## src/rtl/rr_multiplexer_if.sv

```systemverilog
// Four producer channels plus one tagged output stream for rr_multiplexer.
// The multiplexer uses the slave view; producers and the downstream consumer use master.
interface rr_multiplexer_if #(
  parameter int WIDTH = 2
);
  logic [WIDTH-1:0] W, X, Y, Z;
  logic             W_VALID, X_VALID, Y_VALID, Z_VALID;
  logic             W_READY, X_READY, Y_READY, Z_READY;
  logic [WIDTH-1:0] A;
  logic [1:0]       SEL;
  logic             VALID;
  logic             READY;

  modport master (
    output W, X, Y, Z, W_VALID, X_VALID, Y_VALID, Z_VALID, READY,
    input  W_READY, X_READY, Y_READY, Z_READY, A, SEL, VALID
  );

  modport slave (
    input  W, X, Y, Z, W_VALID, X_VALID, Y_VALID, Z_VALID, READY,
    output W_READY, X_READY, Y_READY, Z_READY, A, SEL, VALID
  );
endinterface

```

## src/rtl/rr_multiplexer.sv

```systemverilog
// Four-channel round-robin multiplexer: one word per cycle from W/X/Y/Z into a
// registered output stream tagged with its source channel index.
module rr_multiplexer #(
  parameter int WIDTH = 2
) (
  input  logic         CLK,
  input  logic         RST_N,
  rr_multiplexer_if.slave bus
);
  typedef enum logic {EMPTY = 1'b0, FULL = 1'b1} state_t;

  state_t           state_q, state_d;
  logic [WIDTH-1:0] a_q, a_d;
  logic [1:0]       sel_q, sel_d;
  logic [1:0]       ptr_q, ptr_d;

  logic [WIDTH-1:0] chan_data [4];
  logic [3:0]       chan_valid;
  logic [3:0]       chan_ready;
  logic             load;
  logic             grant_found;
  logic [1:0]       grant_idx;
  logic             handshake;

  assign chan_data[0] = bus.W;
  assign chan_data[1] = bus.X;
  assign chan_data[2] = bus.Y;
  assign chan_data[3] = bus.Z;
  assign chan_valid   = {bus.Z_VALID, bus.Y_VALID, bus.X_VALID, bus.W_VALID};

  // Gated by RST_N so no producer sees READY while reset is held.
  assign load = RST_N && ((state_q == EMPTY) || bus.READY);

  always_comb begin
    logic [1:0] idx;
    grant_found = 1'b0;
    grant_idx   = ptr_q;
    idx         = ptr_q;
    for (int k = 0; k < 4; k++) begin
      idx = ptr_q + 2'(k);
      if (!grant_found && chan_valid[idx]) begin
        grant_found = 1'b1;
        grant_idx   = idx;
      end
    end
  end

  assign handshake = load && grant_found;

  // State register
  always_ff @(posedge CLK or negedge RST_N) begin
    if (!RST_N) begin
      state_q <= EMPTY;
      a_q     <= '0;
      sel_q   <= '0;
      ptr_q   <= '0;
    end else begin
      state_q <= state_d;
      a_q     <= a_d;
      sel_q   <= sel_d;
      ptr_q   <= ptr_d;
    end
  end

  // Next-state logic
  always_comb begin
    state_d = state_q;
    a_d     = a_q;
    sel_d   = sel_q;
    ptr_d   = ptr_q;
    if (handshake) begin
      state_d = FULL;
      a_d     = chan_data[grant_idx];
      sel_d   = grant_idx;
      ptr_d   = grant_idx + 2'd1;
    end else if (state_q == FULL && bus.READY) begin
      state_d = EMPTY;
    end
  end

  // Output logic
  for (genvar gi = 0; gi < 4; gi++) begin : g_ready
    assign chan_ready[gi] = handshake && (grant_idx == 2'(gi));
  end

  always_comb begin
    bus.VALID   = (state_q == FULL);
    bus.A       = a_q;
    bus.SEL     = sel_q;
    bus.W_READY = chan_ready[0];
    bus.X_READY = chan_ready[1];
    bus.Y_READY = chan_ready[2];
    bus.Z_READY = chan_ready[3];
  end
endmodule

```

## src/flat_wrapper.sv

```systemverilog
// flat-port wrapper written by rule: the top's interface ports become plain ports
module rr_multiplexer_flat 
#(
  parameter int WIDTH = 2
)
  (CLK, RST_N, bus_W, bus_X, bus_Y, bus_Z, bus_W_VALID, bus_X_VALID, bus_Y_VALID, bus_Z_VALID, bus_READY, bus_W_READY, bus_X_READY, bus_Y_READY, bus_Z_READY, bus_A, bus_SEL, bus_VALID);
  rr_multiplexer_if #(.WIDTH(WIDTH)) bus_i ();
  input  logic CLK;
  input  logic RST_N;
  input wire logic [$bits(bus_i.W)-1:0] bus_W;
  input wire logic [$bits(bus_i.X)-1:0] bus_X;
  input wire logic [$bits(bus_i.Y)-1:0] bus_Y;
  input wire logic [$bits(bus_i.Z)-1:0] bus_Z;
  input wire logic [$bits(bus_i.W_VALID)-1:0] bus_W_VALID;
  input wire logic [$bits(bus_i.X_VALID)-1:0] bus_X_VALID;
  input wire logic [$bits(bus_i.Y_VALID)-1:0] bus_Y_VALID;
  input wire logic [$bits(bus_i.Z_VALID)-1:0] bus_Z_VALID;
  input wire logic [$bits(bus_i.READY)-1:0] bus_READY;
  output wire logic [$bits(bus_i.W_READY)-1:0] bus_W_READY;
  output wire logic [$bits(bus_i.X_READY)-1:0] bus_X_READY;
  output wire logic [$bits(bus_i.Y_READY)-1:0] bus_Y_READY;
  output wire logic [$bits(bus_i.Z_READY)-1:0] bus_Z_READY;
  output wire logic [$bits(bus_i.A)-1:0] bus_A;
  output wire logic [$bits(bus_i.SEL)-1:0] bus_SEL;
  output wire logic [$bits(bus_i.VALID)-1:0] bus_VALID;
  assign bus_i.W = bus_W;
  assign bus_i.X = bus_X;
  assign bus_i.Y = bus_Y;
  assign bus_i.Z = bus_Z;
  assign bus_i.W_VALID = bus_W_VALID;
  assign bus_i.X_VALID = bus_X_VALID;
  assign bus_i.Y_VALID = bus_Y_VALID;
  assign bus_i.Z_VALID = bus_Z_VALID;
  assign bus_i.READY = bus_READY;
  assign bus_W_READY = bus_i.W_READY;
  assign bus_X_READY = bus_i.X_READY;
  assign bus_Y_READY = bus_i.Y_READY;
  assign bus_Z_READY = bus_i.Z_READY;
  assign bus_A = bus_i.A;
  assign bus_SEL = bus_i.SEL;
  assign bus_VALID = bus_i.VALID;
  rr_multiplexer #(.WIDTH(WIDTH)) u_core (.CLK(CLK), .RST_N(RST_N), .bus(bus_i));
endmodule
```

## config.mk

```make
export PLATFORM = sky130hd
export DESIGN_NAME = rr_multiplexer_flat
export DESIGN_NICKNAME = d
export VERILOG_FILES = /design/src/rtl/rr_multiplexer_if.sv /design/src/rtl/rr_multiplexer.sv /design/src/flat_wrapper.sv
export SDC_FILE = /design/constraint.sdc
export NUM_CORES = 1
export LEC_CHECK = 0
export BUFFER_PORTS_ARGS = -buffer_cell sky130_fd_sc_hd__buf_2
export CAP_MARGIN = 20
export CORE_MARGIN = 2
export CORE_UTILIZATION = 30
export CTS_CLUSTER_SIZE = 12
export DETAILED_ROUTE_END_ITERATION = 10
export GPL_TIMING_DRIVEN = 0
export SLEW_MARGIN = 15
export SYNTH_ARGS = -nofsm -noshare
export SYNTH_HDL_FRONTEND = slang
export SYNTH_SLANG_ARGS = --single-unit
```

## constraint.sdc

```tcl
create_clock -name CLK -period 2.5 [get_ports CLK]
set_clock_uncertainty 0.05 [all_clocks]
set_input_delay 0.125 -clock CLK [delete_from_list [all_inputs] [get_ports CLK]]
set_output_delay 0.125 -clock CLK [all_outputs]
set_load 0.05 [all_outputs]
```

* Word-level counts from Yosys, hierarchy flattened
Cells that the tools add are included.
** Operators by class
- $add $sub $neg :: 4
- Magnitude comparators :: 5
- Eq/ne operators :: 3
- Muxes and demuxes :: 20
- Bitwise operators :: 2
- Reductions and logical operators :: 16
** Operators by type and width (count)
- $lt 2x3->1 const B :: 4
- $logic_and 1x1->1 :: 10
- $mux 1 :: 10
- $mux 2 :: 5
- $bmux 1 s2 :: 4
- $add 2x1->2 const B :: 2
- $add 2x2->2 const B :: 2
- $bmux 2 s2 :: 1
- $eq 2x2->1 const B :: 2
- $ge 3x3->1 const B :: 1
- $logic_not 1->1 :: 3
- $not 2->3 :: 1
- $eq 2x1->1 const B :: 1
- $logic_not 2->1 :: 1
- $reduce_bool 2->1 :: 1
- $logic_or 1x1->1 :: 1
- $not 1->1 :: 1
** Storage, ports and cells
- Register bits :: 7
- Input port bits :: 15
- Output and inout bits :: 9

* Depth between registers and ports, before layout
Gate-level depths: netlist of run 1.
- Word-level depth :: 16
- Mapped depth :: 5

* Worst setup path after synthesis of run 1
No wires, ideal clock.
- Kind :: register to output
- Start point :: register u_core.state_q, in the netlist u_core.bus.VALID
- End point :: output bus_W_READY
- Arrival time :: 2.301 ns
- Required time :: 2.325 ns
- Setup slack :: 0.024 ns
- Stages on the path, launching flop included :: 5
- Path buffers :: 1
- Path through :: dfrtp_1 -> or2b_2 -> or2b_2 -> buf_6 -> nor3_1
** On the way
- Longest elaborated chain between the ends :: 5
** Ends and longest elaborated chain
- start, declared :: line rr_multiplexer.sv:12 : state_t state_q, state_d;
- start signal, assigned :: line rr_multiplexer.sv:58 : state_q <= state_d;
- $not 1->1 :: line rr_multiplexer.sv:32 : assign load = RST_N && ((state_q == EMPTY) || bus.READY);
- $logic_or 1x1->1 :: line rr_multiplexer.sv:32
- $logic_and 1x1->1 :: line rr_multiplexer.sv:32
- $logic_and 1x1->1 :: line rr_multiplexer.sv:48 : assign handshake = load && grant_found;
- $logic_and 1x1->1 :: line rr_multiplexer.sv:83 : assign chan_ready[gi] = handshake && (grant_idx == 2'(gi));
- end, declared :: line flat_wrapper.sv:19 : output wire logic [$bits(bus_i.W_READY)-1:0] bus_W_READY;
No other way between the ends.

* Worst setup path in the final report of run 1
- Start point :: input RST_N
- End point :: output bus_W_READY
** On the way
- Longest elaborated chain between the ends :: 3
** Ends and longest elaborated chain
- start, declared :: line flat_wrapper.sv:9 : input logic RST_N;
- $logic_and 1x1->1 :: line rr_multiplexer.sv:32
- $logic_and 1x1->1 :: line rr_multiplexer.sv:48
- $logic_and 1x1->1 :: line rr_multiplexer.sv:83
No other way between the ends.

==> flow_metrics.env, run 1 <==
export IMPL_cts_tree="built"
export IMPL_dp_cells=102
export IMPL_top_layer="met3"
export IMPL_grt_usage_pct=11.4
export IMPL_end_kind="output pin"
export IMPL_max_cap_violations=0
export IMPL_wirelength_um=1240
export IMPL_final_core_util_pct=42.2
export IMPL_cp_required_ns=2.33
export IMPL_grt_pass1_wl_um=1750
export IMPL_die_area_mm2=0.00218
export IMPL_netlist_instances=54
export IMPL_crit_chain="dlygate4sd3_1 > buf_2 > o41ai_2 > or2b_2 > buf_6 > nor3_1 > buf_2"
export IMPL_synth_edff_count=0
export IMPL_cts_sinks=7
export IMPL_synth_seq_cells=7
export IMPL_fin_nets=98
export IMPL_r2r_end="u_core.bus.A[0]"
export IMPL_postCtsHoldBufs=1
export IMPL_die_w_um=46.7
export IMPL_gr_total_overflow=0
export IMPL_route_met2_wl_um=623
export IMPL_post_dp_hpwl_um=981
export IMPL_drtAntennaViolNets=0
export IMPL_p_leak_nw=0.329
export IMPL_setup_tns_ns=0
export IMPL_worstSetupPathType="input port to output pin"
export IMPL_grt_start_max_net_pins=11
export IMPL_ios=24
export IMPL_clk_latency_ns=0.24
export IMPL_setup_viol=0
export IMPL_synth_cell_area_um2=547
export IMPL_viasPerCell=4.74
export IMPL_rsz0062_at_grt="false"
export IMPL_cts_reportedPaths_clkPinSlew_ns=0.05
export IMPL_switching_share_pct=50.6
export IMPL_cp_common_cell="buf_2"
export IMPL_final_max_slew_viol_count=0
export IMPL_numCtsBuffers=3
export IMPL_clkPwrFrac_pct=14.0
export IMPL_ctsRootBufferMaster="clkbuf_4"
export IMPL_fin_crit_ns=2.06
export IMPL_ys_async_sr_fraction_pct=100
export IMPL_worstPathMaxFanout=10
export IMPL_peakVddDrop_mv=0.408
export IMPL_regToRegSetupSlack_ns=0.77
export IMPL_ys_flop_type="dfrtp_1"
export IMPL_area_growth_pct=33.4
export IMPL_critPathCapture="bus_W_READY"
export IMPL_wl_met3_um=37
export IMPL_first_iter_violations=5
export IMPL_crit_buf_inv=4
export IMPL_antenna_found_initial=0
export IMPL_synth_nets=69
export IMPL_critPathTopFamily="buffers and inverters"
export IMPL_die_height_um=46.7
export IMPL_synthTopCellsByCount="7 x dfrtp_1, 7 x nor2_1, 6 x nand2_1"
export IMPL_placement_rows=15
export IMPL_arrival_ns=1.89
export IMPL_drive_gt1_share_pct=50.0
export IMPL_ff2ff_path_depth=5
export IMPL_pwr_share_seq_pct=26.4
export IMPL_final_cell_count_no_fill=107
export IMPL_ys_top_cells_by_area="dfrtp_1 32%, a2111oi_4 10%, a221oi_4 4.8%, nor2_1 4.8%, a211oi_2 4.6%"
export IMPL_ys_seq_area_share_pct=32.0
export IMPL_ys_warn_count=0
export IMPL_internal_power_w=0.000354
export IMPL_max_freq_mhz=484
export IMPL_htree_num_levels=1
export IMPL_combPwrFrac_pct=59.6
export IMPL_finalHoldViolCount=0
export IMPL_place_congestion=0.669
export IMPL_drcViolationCount=0
export IMPL_crit_path_start_kind="input port"
export IMPL_slowest_delay_ns=0.52
export IMPL_pwr_density_cell_mw_per_mm2=981
export IMPL_post_cts_buffers=0
export IMPL_first_global_vias=437
export IMPL_ys_types=25
export IMPL_maxSlewHeadroom_pct=78.5
export IMPL_wl_per_cell_um=11.5
export IMPL_wl_met1_um=574
export IMPL_avgSynthCellArea_um2=10.1
export IMPL_nFillCells=187
export IMPL_hp_class="input port to register"
export IMPL_worst_slew_pin_slew_ns=0.319
export IMPL_post_cts_resized=0
export IMPL_cpMaxStageDelayCell="dlygate4sd3_1"
export IMPL_cts_buffer_depth=2
export IMPL_initial_core_util_pct=31.7
export IMPL_core_area_mm2=0.00173
export IMPL_drtPass1Iterations=4
export IMPL_synth_top_cell_area_share_pct=32.0
export IMPL_portBuffers=23
export IMPL_r2r_start="u_core.ptr_q[1]"
export IMPL_synth_top_area_cell="dfrtp_1"
export IMPL_cp_depth=7
export IMPL_status="finished, final reports clean"
export IMPL_vias=507
export IMPL_fin_crit_sh_pct=82.6
export IMPL_insertedDiodeCount=0
export IMPL_power_switching_w=0.000362
export IMPL_setup_worst_path_start="RST_N"
-- flip-flops by register name, summed over array words and instances, names as in the netlist --
signal	count
u_core.ptr_q	2
u_core.bus.SEL	2
u_core.bus.A	2
u_core.bus.VALID	1
-- worst min-delay path by stage --
stage | slack (ns) | endpoint | start | depth (start not counted)
after floorplan | -0.22 | u_core.bus.A[0] | RST_N | 0
final | 0.09 | u_core.bus.VALID | bus_READY | 3
after CTS | 0.09 | u_core.bus.VALID | bus_READY | 3
after detailed placement | -0.07 | u_core.bus.A[1] | RST_N | 1
after global placement | -0.07 | u_core.bus.A[1] | RST_N | 1
after global routing | 0.10 | u_core.bus.VALID | bus_READY | 3
-- power by group through the flow --
stage	Combinational (W)	Sequential, W	Clock (W)
6_report	0.000427	0.000189	0.000100
5_1_grt	0.000457	0.000194	0.000109
4_1_cts	0.000432	0.000189	0.000106
3_5_place_dp	0.000430	0.000190	0
3_3_place_gp	0.000422	0.000189	0
2_1_floorplan	0.000239	0.000288	0
-- final cells by class --
| class | count | area [um2] | share of cell area, % |
|---|---|---|---|
| Sequential cell | 7 | 175 | 24.0 |
| Clock buffer | 4 | 26.3 | 3.60 |
| Buffer | 1 | 11.3 | 1.54 |
| Timing Repair Buffer | 24 | 125 | 17.2 |
| Tap cell | 25 | 31.3 | 4.29 |
| Multi-Input combinational cell | 46 | 360 | 49.4 |
-- cell usage in the layout (no fill, tap or decap), drive strengths merged --
cell type,n
a221oi,1
and2b,1
nand2,8
a21boi,2
a2111o,1
nor2b,4
a211oi,2
dlygate4sd3,1
a21o,1
a21oi,2
o22ai,1
clkbuf,4
o21ai,3
nor3,4
a2111oi,2
o41ai,1
xnor2,1
and3,2
or2b,2
buf,24
nor2,7
dfrtp,7
and2,1
-- stage by stage --
step,hold WS (ns),worst slack [ns],area (um2),total power (W)
after floorplan,-0.221,0.0237,547,0.000527
after global placement,-0.0703,0.786,693,0.000612
after detailed placement,-0.0723,0.753,693,0.000621
after CTS,0.0903,0.403,729,0.000726
after global routing,0.101,0.322,729,0.000761
final,0.0923,0.436,729,0.000716
-- worst register-to-register path, cell delays in order (launching register included) --
cell	delay (ns)
dfrtp_1	0.45
o22ai_1	0.16
a221oi_4	0.34
nand2_4	0.15
a2111oi_4	0.39
a211oi_2	0.06
-- metal layers --
| layer | GRT usage [%] | vias up |
|---|---|---|
| li1 | - | 254 |
| met1 | 14.7 | 244 |
| met2 | 18.3 | 9 |
| met3 | 1.18 | 0 |
| met4 | 6.67 | 0 |
| met5 | 0 | - |
-- cells by family (layout without fill, tap and decap cells) --
| group | after synthesis | count (layout) | synth area share (%) |
|---|---|---|---|
| and+or+nand+nor | 29 | 29 | 29.3 |
| xor gates and xnor gates | 1 | 1 | 1.60 |
| buffers and inverters | 1 | 29 | 2.06 |
| AOI/OAI and AO/OA | 16 | 16 | 35.0 |
| DFF | 7 | 7 | 32.0 |
Power figures use the tool's default switching activity.
==> inputs of run 2 (changes only) <==
==> constraint.sdc (replaced) <==
create_clock -name CLK -period 2 [get_ports CLK]
set_clock_uncertainty 0.05 [all_clocks]
set_input_delay 0.1 -clock CLK [delete_from_list [all_inputs] [get_ports CLK]]
set_output_delay 0.1 -clock CLK [all_outputs]
set_load 0.05 [all_outputs]
==> flow_metrics.env, run 2 (synthesis gave the netlist of run 1 again) <==
export IMPL_status="finished, final reports clean"
export IMPL_first_iter_violations=3
export IMPL_power_total_w=0.000931
export IMPL_cts_sinks=7
export IMPL_ctsRootBufferMaster="clkbuf_4"
export IMPL_peakVddDrop_mv=0.575
export IMPL_worstPathMaxFanout=8
export IMPL_die_area_mm2=0.00218
export IMPL_cpMaxStageDelayCell="a2111o_1"
export IMPL_most_common_layout_cells="20 x buf_2, 7 x nor2_1, 6 x nand2_1, 6 x dfrtp_1"
export IMPL_die_w_um=46.7
export IMPL_crit_chain="nor2b_1 > a2111o_1 > nand2_4 > nand2_1 > nor2_1 > buf_4"
export IMPL_numCtsBuffers=3
export IMPL_ios=24
export IMPL_end_kind="output pin"
export IMPL_antenna_found_initial=0
export IMPL_max_cap_violations=0
export IMPL_drtAntennaViolNets=0
export IMPL_dpl_cell_area_um2=703
export IMPL_grt_pass1_wl_um=1930
export IMPL_drcViolationCount=0
export IMPL_pwr_density_cell_mw_per_mm2=1220
export IMPL_cts_tree="built"
export IMPL_place_congestion=0.732
export IMPL_post_dp_hpwl_um=992
export IMPL_multi_input_area_um2=375
export IMPL_insertedDiodeCount=0
export IMPL_slowest_delay_ns=0.42
export IMPL_wirelength_um=1310
export IMPL_worstSetupPathType="register to output pin"
export IMPL_fin_nets=99
export IMPL_clk_latency_ns=0.24
export IMPL_core_area_mm2=0.00173
export IMPL_vias=523
export IMPL_gr_total_overflow=0
export IMPL_drive_gt1_share_pct=54.2
export IMPL_setup_viol=0
export IMPL_grt_usage_pct=12.9
export IMPL_placement_rows=15
export IMPL_area_growth_pct=39.1
export IMPL_hp_class="input port to register"
export IMPL_crit_path_start_kind="register"
export IMPL_cp_required_ns=1.85
export IMPL_initial_core_util_pct=31.7
export IMPL_die_height_um=46.7
export IMPL_worst_slew_pin_slew_ns=0.340
export IMPL_p_leak_nw=0.336
export IMPL_fin_crit_ns=1.91
export IMPL_wl_per_cell_um=12.1
export IMPL_nFillCells=193
export IMPL_hold_slack_ns=0.0651
export IMPL_grt_start_max_net_pins=11
export IMPL_htree_num_levels=1
export IMPL_final_max_slew_viol_count=0
export IMPL_fin_area_um2=761
export IMPL_portBuffers=23
export IMPL_cts_buffer_depth=2
export IMPL_layout_commonest_cell="buf_2"
export IMPL_arrival_ns=1.76
export IMPL_fin_crit_sh_pct=95.3
export IMPL_viasPerCell=4.84
export IMPL_max_freq_mhz=525
export IMPL_rsz0062_at_grt="false"
export IMPL_maxSlewHeadroom_pct=77.1
export IMPL_finalHoldViolCount=0
export IMPL_register_area_um2=176
export IMPL_drtPass1Iterations=2
export IMPL_first_global_vias=471
export IMPL_cts_reportedPaths_clkPinSlew_ns=0.05
==> run 2: changes by cell type in the layout (fill, tap and decap cells not counted), sizes merged <==
cell,previous run,this run
clkbuf,4,5
==> run 2: metrics by stage <==
| step | worst slack, ns | util [%] | instances | TNS (ns) |
|---|---|---|---|---|
| floorplan | -0.0156 | - | 54 | -0.0313 |
| global placement | 0.294 | 40.7 | 102 | 0 |
| detailed placement | 0.263 | 40.7 | 102 | 0 |
| CTS | 0.00285 | 43.1 | 107 | 0 |
| global route | 0.00359 | 44.1 | 108 | 0 |
| finish | 0.0945 | 44.1 | 108 | 0 |
==> run 2: power breakdown <==
| group | switching, W | internal, W |
|---|---|---|
| clock network | 0.0000504 | 0.0000760 |
| registers | 0.0000446 | 0.000196 |
| logic | 0.000375 | 0.000190 |
==> run 2: worst paths after layout <==
kind / slack (ns) / cells after the start / start / to
setup / recovery: 0.09 / 6 / u_core.ptr_q[0] / bus_Z_READY
hold / removal: 0.07 / 3 / RST_N / u_core.bus.VALID
setup reg to reg: 0.31 / 5 / u_core.ptr_q[1] / u_core.bus.A[0]
hold reg to reg: 0.43 / 2 / u_core.bus.SEL[1] / u_core.bus.SEL[1]
max in group asynchronous: 1.38 / 2 / RST_N / u_core.ptr_q[1]
min in group asynchronous: 0.25 / 2 / RST_N / u_core.bus.A[1]
==> run 2: critical path: cells and delay by family (launching register included) <==
family,cells,cell delay [ns]
AOI/OAI and AO/OA,1,0.42
buffers and inverters,1,0.22
DFF,1,0.40
and+or+nand+nor,4,0.46
==> run 2: layout make-up <==
cell class                      instances  share of cell area (%)
Sequential cell                         7                    23.2
Timing Repair Buffer                   25                    18.4
Buffer                                  1                    1.48
Tap cell                               25                    4.11
Clock buffer                            4                    3.45
Multi-Input combinational cell         46                    49.3
==> run 2: routing by layer <==
metal,vias up,routed length [um],GRT usage [%]
met2,10,655,19.4
met3,2,57,2.35
li1,257,-,-
met5,-,0,0
met1,254,586,16.2
met4,0,11,9.44
==> run 2: repair_timing <==
item,CTS,global route
resized for setup,2,4
setup endpoints to repair,2,4
setup buffers,0,1
pin swaps,0,1
hold buffers,1,0
hold endpoints to repair,7,0
==> inputs of run 3 (changes only) <==
--- a/config.mk
+++ b/config.mk
@@ -6,12 +6,12 @@
 export NUM_CORES = 1
 export LEC_CHECK = 0
 export BUFFER_PORTS_ARGS = -buffer_cell sky130_fd_sc_hd__buf_2
-export CAP_MARGIN = 20
 export CORE_MARGIN = 2
 export CORE_UTILIZATION = 30
 export CTS_CLUSTER_SIZE = 12
 export DETAILED_ROUTE_END_ITERATION = 10
 export GPL_TIMING_DRIVEN = 0
+export SETUP_SLACK_MARGIN = 0.5
 export SLEW_MARGIN = 15
 export SYNTH_ARGS = -nofsm -noshare
 export SYNTH_HDL_FRONTEND = slang
==> flow_metrics.env, run 3 (synthesis gave the netlist of run 1 again) <==
export IMPL_cts_sinks=7
export IMPL_fin_crit_sh_pct=88.3
export IMPL_htree_num_levels=1
export IMPL_first_iter_violations=3
export IMPL_hp_class="input port to async pin"
export IMPL_cts_buffer_depth=2
export IMPL_switching_share_pct=47.5
export IMPL_r2r_start="u_core.ptr_q[1]"
export IMPL_worstSetupPathType="register to output pin"
export IMPL_cp_common_cell="nand2_4"
export IMPL_drcViolationCount=0
export IMPL_final_core_util_pct=54.9
export IMPL_most_common_layout_cells="19 x buf_2, 13 x buf_4, 6 x buf_6, 5 x dfrtp_1"
export IMPL_layout_commonest_cell="buf_2"
export IMPL_drive_gt1_share_pct=70.8
export IMPL_setup_tns_ns=0
export IMPL_p_leak_nw=0.425
export IMPL_slowest_delay_ns=0.41
export IMPL_pwr_density_cell_mw_per_mm2=1200
export IMPL_combPwrFrac_pct=68.2
export IMPL_power_switching_w=0.000542
export IMPL_drtPass1Iterations=4
export IMPL_setup_worst_path_start="u_core.ptr_q[0]"
export IMPL_finalHoldViolCount=7
export IMPL_failed_checks="hold timing"
export IMPL_cpMaxStageDelayCell="dfrtp_1"
export IMPL_place_congestion=0.667
export IMPL_gr_total_overflow=0
export IMPL_max_cap_violations=0
export IMPL_crit_chain="nor2b_1 > a2111o_1 > nand2_4 > nand2_4 > nor2_4 > buf_6"
export IMPL_final_max_slew_viol_count=0
export IMPL_wl_per_cell_um=12.0
export IMPL_dpl_cell_area_um2=762
export IMPL_vias=569
export IMPL_fin_crit_ns=1.77
export IMPL_internal_power_w=0.000599
export IMPL_antenna_found_initial=0
export IMPL_power_total_w=0.00114
export IMPL_pwr_share_seq_pct=20.8
export IMPL_rsz0062_at_grt="true"
export IMPL_crit_path_start_kind="register"
export IMPL_numCtsBuffers=3
export IMPL_die_area_mm2=0.00218
export IMPL_placement_rows=15
export IMPL_die_w_um=46.7
export IMPL_fin_area_um2=948
export IMPL_insertedDiodeCount=0
export IMPL_worst_slew_pin_slew_ns=0.395
export IMPL_arrival_ns=1.62
export IMPL_clk_latency_ns=0.25
export IMPL_ctsRootBufferMaster="clkbuf_4"
export IMPL_grt_usage_pct=14.9
export IMPL_drtAntennaViolNets=0
export IMPL_cts_reportedPaths_clkPinSlew_ns=0.05
export IMPL_end_kind="output pin"
export IMPL_first_global_vias=525
export IMPL_die_height_um=46.7
export IMPL_post_dp_hpwl_um=979
export IMPL_grt_start_max_net_pins=9
export IMPL_fin_nets=112
export IMPL_area_growth_pct=73.5
export IMPL_cp_required_ns=1.85
export IMPL_status="complete, but fails checks"
export IMPL_ios=24
export IMPL_core_area_mm2=0.00173
export IMPL_initial_core_util_pct=31.7
export IMPL_grt_pass1_wl_um=2200
export IMPL_peakVddDrop_mv=0.688
export IMPL_maxSlewHeadroom_pct=73.4
export IMPL_viasPerCell=4.70
export IMPL_max_freq_mhz=566
export IMPL_worstPathMaxFanout=8
export IMPL_clkPwrFrac_pct=10.9
export IMPL_wirelength_um=1450
export IMPL_hold_slack_ns=-0.359
export IMPL_setup_viol=0
export IMPL_portBuffers=23
export IMPL_cts_tree="built"
[run 3: per-stage QoR]
stage | worst slack [ns] | cells
after global placement | 0.325 | 102
after detailed placement | 0.308 | 102
after floorplan | 0.227 | 54
final | 0.234 | 121
after CTS | 0.192 | 117
after global routing | 0.172 | 121
[run 3: critical path: cells and delay by family, from the launching register on]
kind / cells / cell delay [ns]
buffers and inverters: 1 / 0.16
AO/OA/AOI/OAI: 1 / 0.39
flip-flops: 1 / 0.41
AND/OR/NAND/NOR: 4 / 0.41
[run 3: layout make-up]
type                       count  area [um2]
fill                         171         778
tap                           25        31.3
timing repair buffer          38         260
sequential                     7         178
clock buffer                   4        26.3
multi-input combinational     46         438
buffer                         1        15.0
[run 3: worst paths after layout]
kind | to | slack (ns) | cells after the start
setup reg to reg | u_core.bus.A[0] | 0.30 | 6
max in group asynchronous | u_core.bus.VALID | 2.07 | 1
hold reg to reg | u_core.bus.SEL[0] | 0.43 | 1
min in group CLK | u_core.bus.VALID | 0.13 | 3
hold / removal | u_core.bus.SEL[1] | -0.36 | 1
setup / recovery | bus_Y_READY | 0.23 | 6
[run 3: power by group through the flow]
stage                     Combinational [W]  Clock [W]  Sequential [W]
after floorplan                    0.000359          0        0.000367
after global placement             0.000591          0        0.000244
after detailed placement           0.000597          0        0.000247
after CTS                          0.000713   0.000130        0.000238
after global routing               0.000828   0.000136        0.000244
final                              0.000779   0.000125        0.000238
[run 3: layer usage]
layer | part of all wire, % | up-vias | track usage, % | wire, um
li1 | - | 283 | - | -
met1 | 44 | 272 | 20.0 | 646
met2 | 51 | 12 | 23.3 | 738
met3 | 3.8 | 2 | 1.18 | 55
met4 | 0.83 | 0 | 8.33 | 12
met5 | 0 | - | 0 | 0
[run 3: what timing repair did]
| action | CTS | global route |
|---|---|---|
| pin swaps | 9 | 3 |
| endpoints found under the setup margin | 7 | 9 |
| hold endpoints to repair | 7 | 7 |
| resized for setup | 10 | 4 |
| buffers inserted | 11 | 4 |
